==> src/rtl/fp32_sub_seq.sv <==
// Multi-cycle IEEE-754 binary32 subtractor (result = a - b), truncating, no rounding.
// Special operands resolve on accept; ordinary ones walk ALIGN -> ADD -> NORM -> DONE.
module fp32_sub_seq #(
   parameter int WIDTH = 32
) (
   input  logic             clk,
   input  logic             rst_n,
   input  logic             in_valid,
   output logic             in_ready,
   input  logic [WIDTH-1:0] a,
   input  logic [WIDTH-1:0] b,
   output logic             out_valid,
   input  logic             out_ready,
   output logic [WIDTH-1:0] result
);

   typedef enum logic [2:0] {IDLE, ALIGN, ADD, NORM, DONE} state_t;

   state_t           r_state, w_next;
   logic [WIDTH-1:0] r_a, r_b, r_result, w_bNeg, w_specRes;
   logic [7:0]       r_exp, w_ea, w_eb;
   logic [23:0]      r_ma, r_mb, r_sum, w_ma, w_mb;
   logic [24:0]      w_sum;
   logic             r_sign, w_addSign, w_special, w_normDone;
   logic             w_aNan, w_bNan, w_aInf, w_bInf, w_aZero, w_bZero;

   assign w_bNeg  = {~b[WIDTH-1], b[WIDTH-2:0]};
   assign w_aNan  = (a[30:23] == 8'hFF) && (a[22:0] != 23'd0);
   assign w_bNan  = (w_bNeg[30:23] == 8'hFF) && (w_bNeg[22:0] != 23'd0);
   assign w_aInf  = (a[30:23] == 8'hFF) && (a[22:0] == 23'd0);
   assign w_bInf  = (w_bNeg[30:23] == 8'hFF) && (w_bNeg[22:0] == 23'd0);
   assign w_aZero = (a[30:0] == 31'd0);
   assign w_bZero = (w_bNeg[30:0] == 31'd0);

   // Special-case resolution in priority order; evaluated on the raw inputs at accept.
   always_comb begin
      w_special = 1'b1;
      w_specRes = '0;
      if (w_aNan || w_bNan)
         w_specRes = 32'h7FC0_0000;
      else if (w_aInf && w_bInf)
         w_specRes = (a[31] == w_bNeg[31]) ? {a[31], 8'hFF, 23'd0} : 32'h7FC0_0000;
      else if (w_aInf)
         w_specRes = a;
      else if (w_bInf)
         w_specRes = w_bNeg;
      else if (w_aZero && w_bZero)
         w_specRes = {a[31] & w_bNeg[31], 31'd0};
      else if (w_aZero)
         w_specRes = w_bNeg;
      else if (w_bZero)
         w_specRes = a;
      else
         w_special = 1'b0;
   end

   assign w_ea = r_a[30:23];
   assign w_eb = r_b[30:23];
   assign w_ma = {|w_ea, r_a[22:0]};
   assign w_mb = {|w_eb, r_b[22:0]};

   always_comb begin
      w_sum     = '0;
      w_addSign = r_a[31];
      if (r_a[31] == r_b[31]) begin
         w_sum = {1'b0, r_ma} + {1'b0, r_mb};
      end else if (r_ma >= r_mb) begin
         w_sum = {1'b0, r_ma - r_mb};
      end else begin
         w_sum     = {1'b0, r_mb - r_ma};
         w_addSign = r_b[31];
      end
   end

   // Exponents of 0 or 1 cannot absorb another left shift, so those flush to zero.
   assign w_normDone = (r_sum == 24'd0) || r_sum[23] || (r_exp <= 8'd1);

   always_ff @(posedge clk or negedge rst_n) begin
      if (!rst_n) r_state <= IDLE;
      else        r_state <= w_next;
   end

   always_comb begin
      w_next = r_state;
      case (r_state)
         IDLE:    if (in_valid) w_next = w_special ? DONE : ALIGN;
         ALIGN:   w_next = ADD;
         ADD:     w_next = NORM;
         NORM:    if (w_normDone) w_next = DONE;
         DONE:    if (out_ready) w_next = IDLE;
         default: w_next = IDLE;
      endcase
   end

   always_comb begin
      in_ready  = (r_state == IDLE);
      out_valid = (r_state == DONE);
   end

   always_ff @(posedge clk or negedge rst_n) begin
      if (!rst_n) begin
         r_a      <= '0;
         r_b      <= '0;
         r_ma     <= '0;
         r_mb     <= '0;
         r_sum    <= '0;
         r_exp    <= '0;
         r_sign   <= 1'b0;
         r_result <= '0;
      end else begin
         case (r_state)
            IDLE: begin
               if (in_valid) begin
                  r_a <= a;
                  r_b <= w_bNeg;
                  if (w_special) r_result <= w_specRes;
               end
            end
            ALIGN: begin
               if (w_ea >= w_eb) begin
                  r_ma  <= w_ma;
                  r_mb  <= w_mb >> (w_ea - w_eb);
                  r_exp <= w_ea;
               end else begin
                  r_ma  <= w_ma >> (w_eb - w_ea);
                  r_mb  <= w_mb;
                  r_exp <= w_eb;
               end
            end
            ADD: begin
               r_sign <= w_addSign;
               if (w_sum[24]) begin
                  // Overflow parks a bare hidden bit at exponent FF so NORM emits infinity.
                  if (r_exp == 8'hFE) r_sum <= 24'h80_0000;
                  else                r_sum <= w_sum[24:1];
                  r_exp <= r_exp + 8'd1;
               end else begin
                  r_sum <= w_sum[23:0];
               end
            end
            NORM: begin
               if (r_sum == 24'd0) begin
                  r_result <= '0;
               end else if (r_sum[23]) begin
                  r_result <= {r_sign, r_exp, r_sum[22:0]};
               end else begin
                  r_sum <= r_sum << 1;
                  r_exp <= r_exp - 8'd1;
                  if (r_exp <= 8'd1) r_result <= {r_sign, 31'd0};
               end
            end
            default: ;
         endcase
      end
   end

   assign result = r_result;

endmodule

==> config.mk <==
export PLATFORM = sky130hd
export DESIGN_NAME = fp32_sub_seq
export DESIGN_NICKNAME = d
export VERILOG_FILES = /design/src/rtl/fp32_sub_seq.sv
export SDC_FILE = /design/constraint.sdc
export NUM_CORES = 1
export LEC_CHECK = 0
export CAP_MARGIN = 20
export CORE_MARGIN = 3
export CORE_UTILIZATION = 46
export DETAILED_ROUTE_END_ITERATION = 7
export GPL_ROUTABILITY_DRIVEN = 0
export GPL_TIMING_DRIVEN = 0
export PLACE_DENSITY = 0.76
export SLEW_MARGIN = 30
export SYNTH_ARGS = -nofsm -noshare
export SYNTH_HDL_FRONTEND = slang
export SYNTH_SLANG_ARGS = --single-unit
==> constraint.sdc <==
create_clock -name clk -period 5.3 [get_ports clk]
set_input_delay 0.795 -clock clk [delete_from_list [all_inputs] [get_ports clk]]
set_output_delay 0.795 -clock clk [all_outputs]
set_load 0.05 [all_outputs]
==> flow_summary.yaml <==
timing:
  max_slew_margin: 0.2404
  setup_viol: 0
  holdWs_ns: 0.2322
  rsz0062_at_grt: "no"
  min_period_ns: 3.952
  report.final.slew_viol_count: 0
  finalClockSkew_ns: 0.01096
  max_freq_mhz: 253.0
  fin_crit_sh: 0.7456
  worst_pin_slew_ns: 1.135
  final-hold-violation-count: 0
floorplanning:
  fp-row-count: 66
  dieArea_um2: 36300
  coreArea_um2: 33030
  start_util: 0.4742
  io_pins: 102
  die-width_um: 190.5
  die_y_um: 190.5
synth:
  synth.avg_cell_area_um2: 7.712
  ys_seq_area_frac: 0.2876
  synth_top_area_cell: "dfrtp_1"
  synth_nets: 2200
  ys.flop_type: "dfrtp_1"
  syn_inst: 2031
  synth_cell_type_count: 97
  yosysWarnings: 0
  synth_edf_count: 0
  ys_top_cells_by_area: "dfrtp_1 (29%), nand2_1 (7.9%), ha_1 (7.7%)"
  synth_area_um2: 15660
  async_flop_share: 1.000
  synth_top_area_share: 0.2876
  synth_seq_cells: 180
cts:
  cts_tree: "yes"
  clk_pin_slew_ns: 0.08
  clock-sinks: 180
  cts-root-buf: "clkbuf_16"
  cts.htree.levels: 4
  hold_buffers: 0
  postCtsSetupRepairBufs: 0
  clockBufferDepth: 2
  clk_latency_ns: 0.45
  post_cts_resized: 0
  cts_buffers: 17
worst_setup_path:
  r2r_slack_ns: 1.35
  start_kind: "flop"
  crit_path_end_kind: "flop"
  cp_max_fo: 10
  r2r-end: "r_ma[4]"
  worstPathArrival_ns: 4.26
  cp_data_required_time_ns: 5.60
  r2r_start: "r_b[23]"
  worstSetupPathType: "reg2reg"
  ff2ff_path_depth: 13
routing:
  drc: 3
  ant_nets: 0
  routed_wl_mm: 61.77
  vias: 17390
  initialDrtViolationCount: 3031
  viasPerCell: 6.669
  wire_per_inst_um: 23.69
  drtPass1Iterations: 8
grt:
  antenna_found_initial: 0
  grt_pass1_vias: 16220
  grt_pass1_wl_mm: 93.98
  grt_use_total: 0.3320
  grt_max_degree: 78
  grt_overflow: 0
finish:
  nNetsFinal: 2322
  fill_cells: 3074
  regArea_um2: 4504
  syn_to_final_growth_pct: 14.15
  antenna_cells: 0
  multi_input_area_um2: 10190
  drive_gt1_frac: 0.06094
run_status:
  status: "finished with violations"
  violations: "DRC"
worst_hold_path:
  min_path_type: "in2async"
run:
  drv_cap: 0
placed_design:
  dp_hpwl_mm: 48.82
  port_buffers: 101
## state kept, by name, indices dropped and copies added, names as in the netlist
| name | cells |
|---|---|
| r_a | 32 |
| r_b | 32 |
| r_exp | 8 |
| r_ma | 24 |
| r_mb | 24 |
| r_sign | 1 |
| r_state | 3 |
| r_sum | 24 |
| result | 32 |
## cells by family (layout without fill, tap and decap cells)
kind of cell | count (synthesis) | after routing | share of synthesized area
DFF | 180 | 180 | 0.2876
buffers and inverters | 238 | 373 | 0.06231
xor gates and xnor gates | 49 | 49 | 0.02740
muxes | 61 | 61 | 0.04337
and+or+nand+nor | 734 | 734 | 0.2142
adders and majority gates | 101 | 101 | 0.08307
AOI/OAI and AO/OA | 668 | 668 | 0.2821
## worst max path at each step
stage	slack (ns)	start	to	depth (start not counted)
2_1_floorplan	2.26	r_b[23]	r_ma[4]	13
3_3_place_gp	-3.87	rst_n	r_mb[8]	1
3_5_place_dp	1.21	a[0]	result[21]	12
4_1_cts	1.46	r_b[23]	r_ma[4]	13
5_1_grt	1.16	r_b[23]	r_ma[4]	13
6_report	1.35	r_b[23]	r_ma[4]	13
## metal layers
| metal | vias up | routed length, um | track usage |
|---|---|---|---|
| li1 | 7584 | - | - |
| met1 | 8161 | 23200 | 0.4334 |
| met2 | 1336 | 25960 | 0.4929 |
| met3 | 313 | 8346 | 0.1066 |
| met4 | 0 | 4260 | 0.1710 |
| met5 | - | 0 | 0 |
## layout make-up
class                      instances  area share
tap                              442     0.03093
buffer                           133     0.03254
timing repair buffer             103     0.05990
multi-input combinational       1613      0.5698
sequential                       180      0.2519
clock buffer                      17     0.02379
inverter                         105     0.02204
clock inverter                    15    0.009097
## synth_stat cells, types with 34 or more instances
cell / n
nand2_1: 330
a21oi_1: 196
dfrtp_1: 180
nor2_1: 167
o21ai_0: 120
inv_1: 103
ha_1: 96
clkbuf_1: 87
a31oi_1: 48
mux2i_1: 42
a22oi_1: 41
nand3_1: 36
xnor2_1: 34
## critical path, stage by stage, from the launching register on
cell and delay, ns:
dfrtp_1 0.43, inv_1 0.10, ha_1 0.21, fa_1 0.51, clkbuf_1 0.34, clkbuf_1 0.56
mux2i_1 0.30, nand2_1 0.07, o21ai_0 0.14, nor2_1 0.09, o311ai_0 0.38, nand2_1 0.09
a221oi_1 0.51, a21oi_1 0.07
## placed cells by master, fill, tap and decap left out, types with 32 or more instances in the layout
cell type,n
clkbuf_1,87
ha_1,96
nand2_1,330
a31oi_1,48
clkdlybuf4s50_1,100
nor3_1,32
a22oi_1,41
a21oi_1,196
inv_1,103
o21ai_0,120
dfrtp_1,180
xnor2_1,34
nor4_1,33
nor2_1,167
nand3_1,36
mux2i_1,42
## through the flow
| step | instance area, um^2 | setup slack (ns) | cells | utilization | setup TNS [ns] |
|---|---|---|---|---|---|
| floorplan | 15660 | 2.265 | 2031 | - | 0 |
| global placement | 17230 | -3.874 | 2574 | 0.5216 | -691.81 |
| detailed placement | 17290 | 1.205 | 2576 | 0.5234 | 0 |
| CTS | 17880 | 1.457 | 2608 | 0.5412 | 0 |
| global route | 17880 | 1.156 | 2608 | 0.5413 | 0 |
| finish | 17880 | 1.348 | 2608 | 0.5413 | 0 |
Power is not shown: default switching activity piles up to over one toggle a cycle in this logic, so the estimate is an artifact.
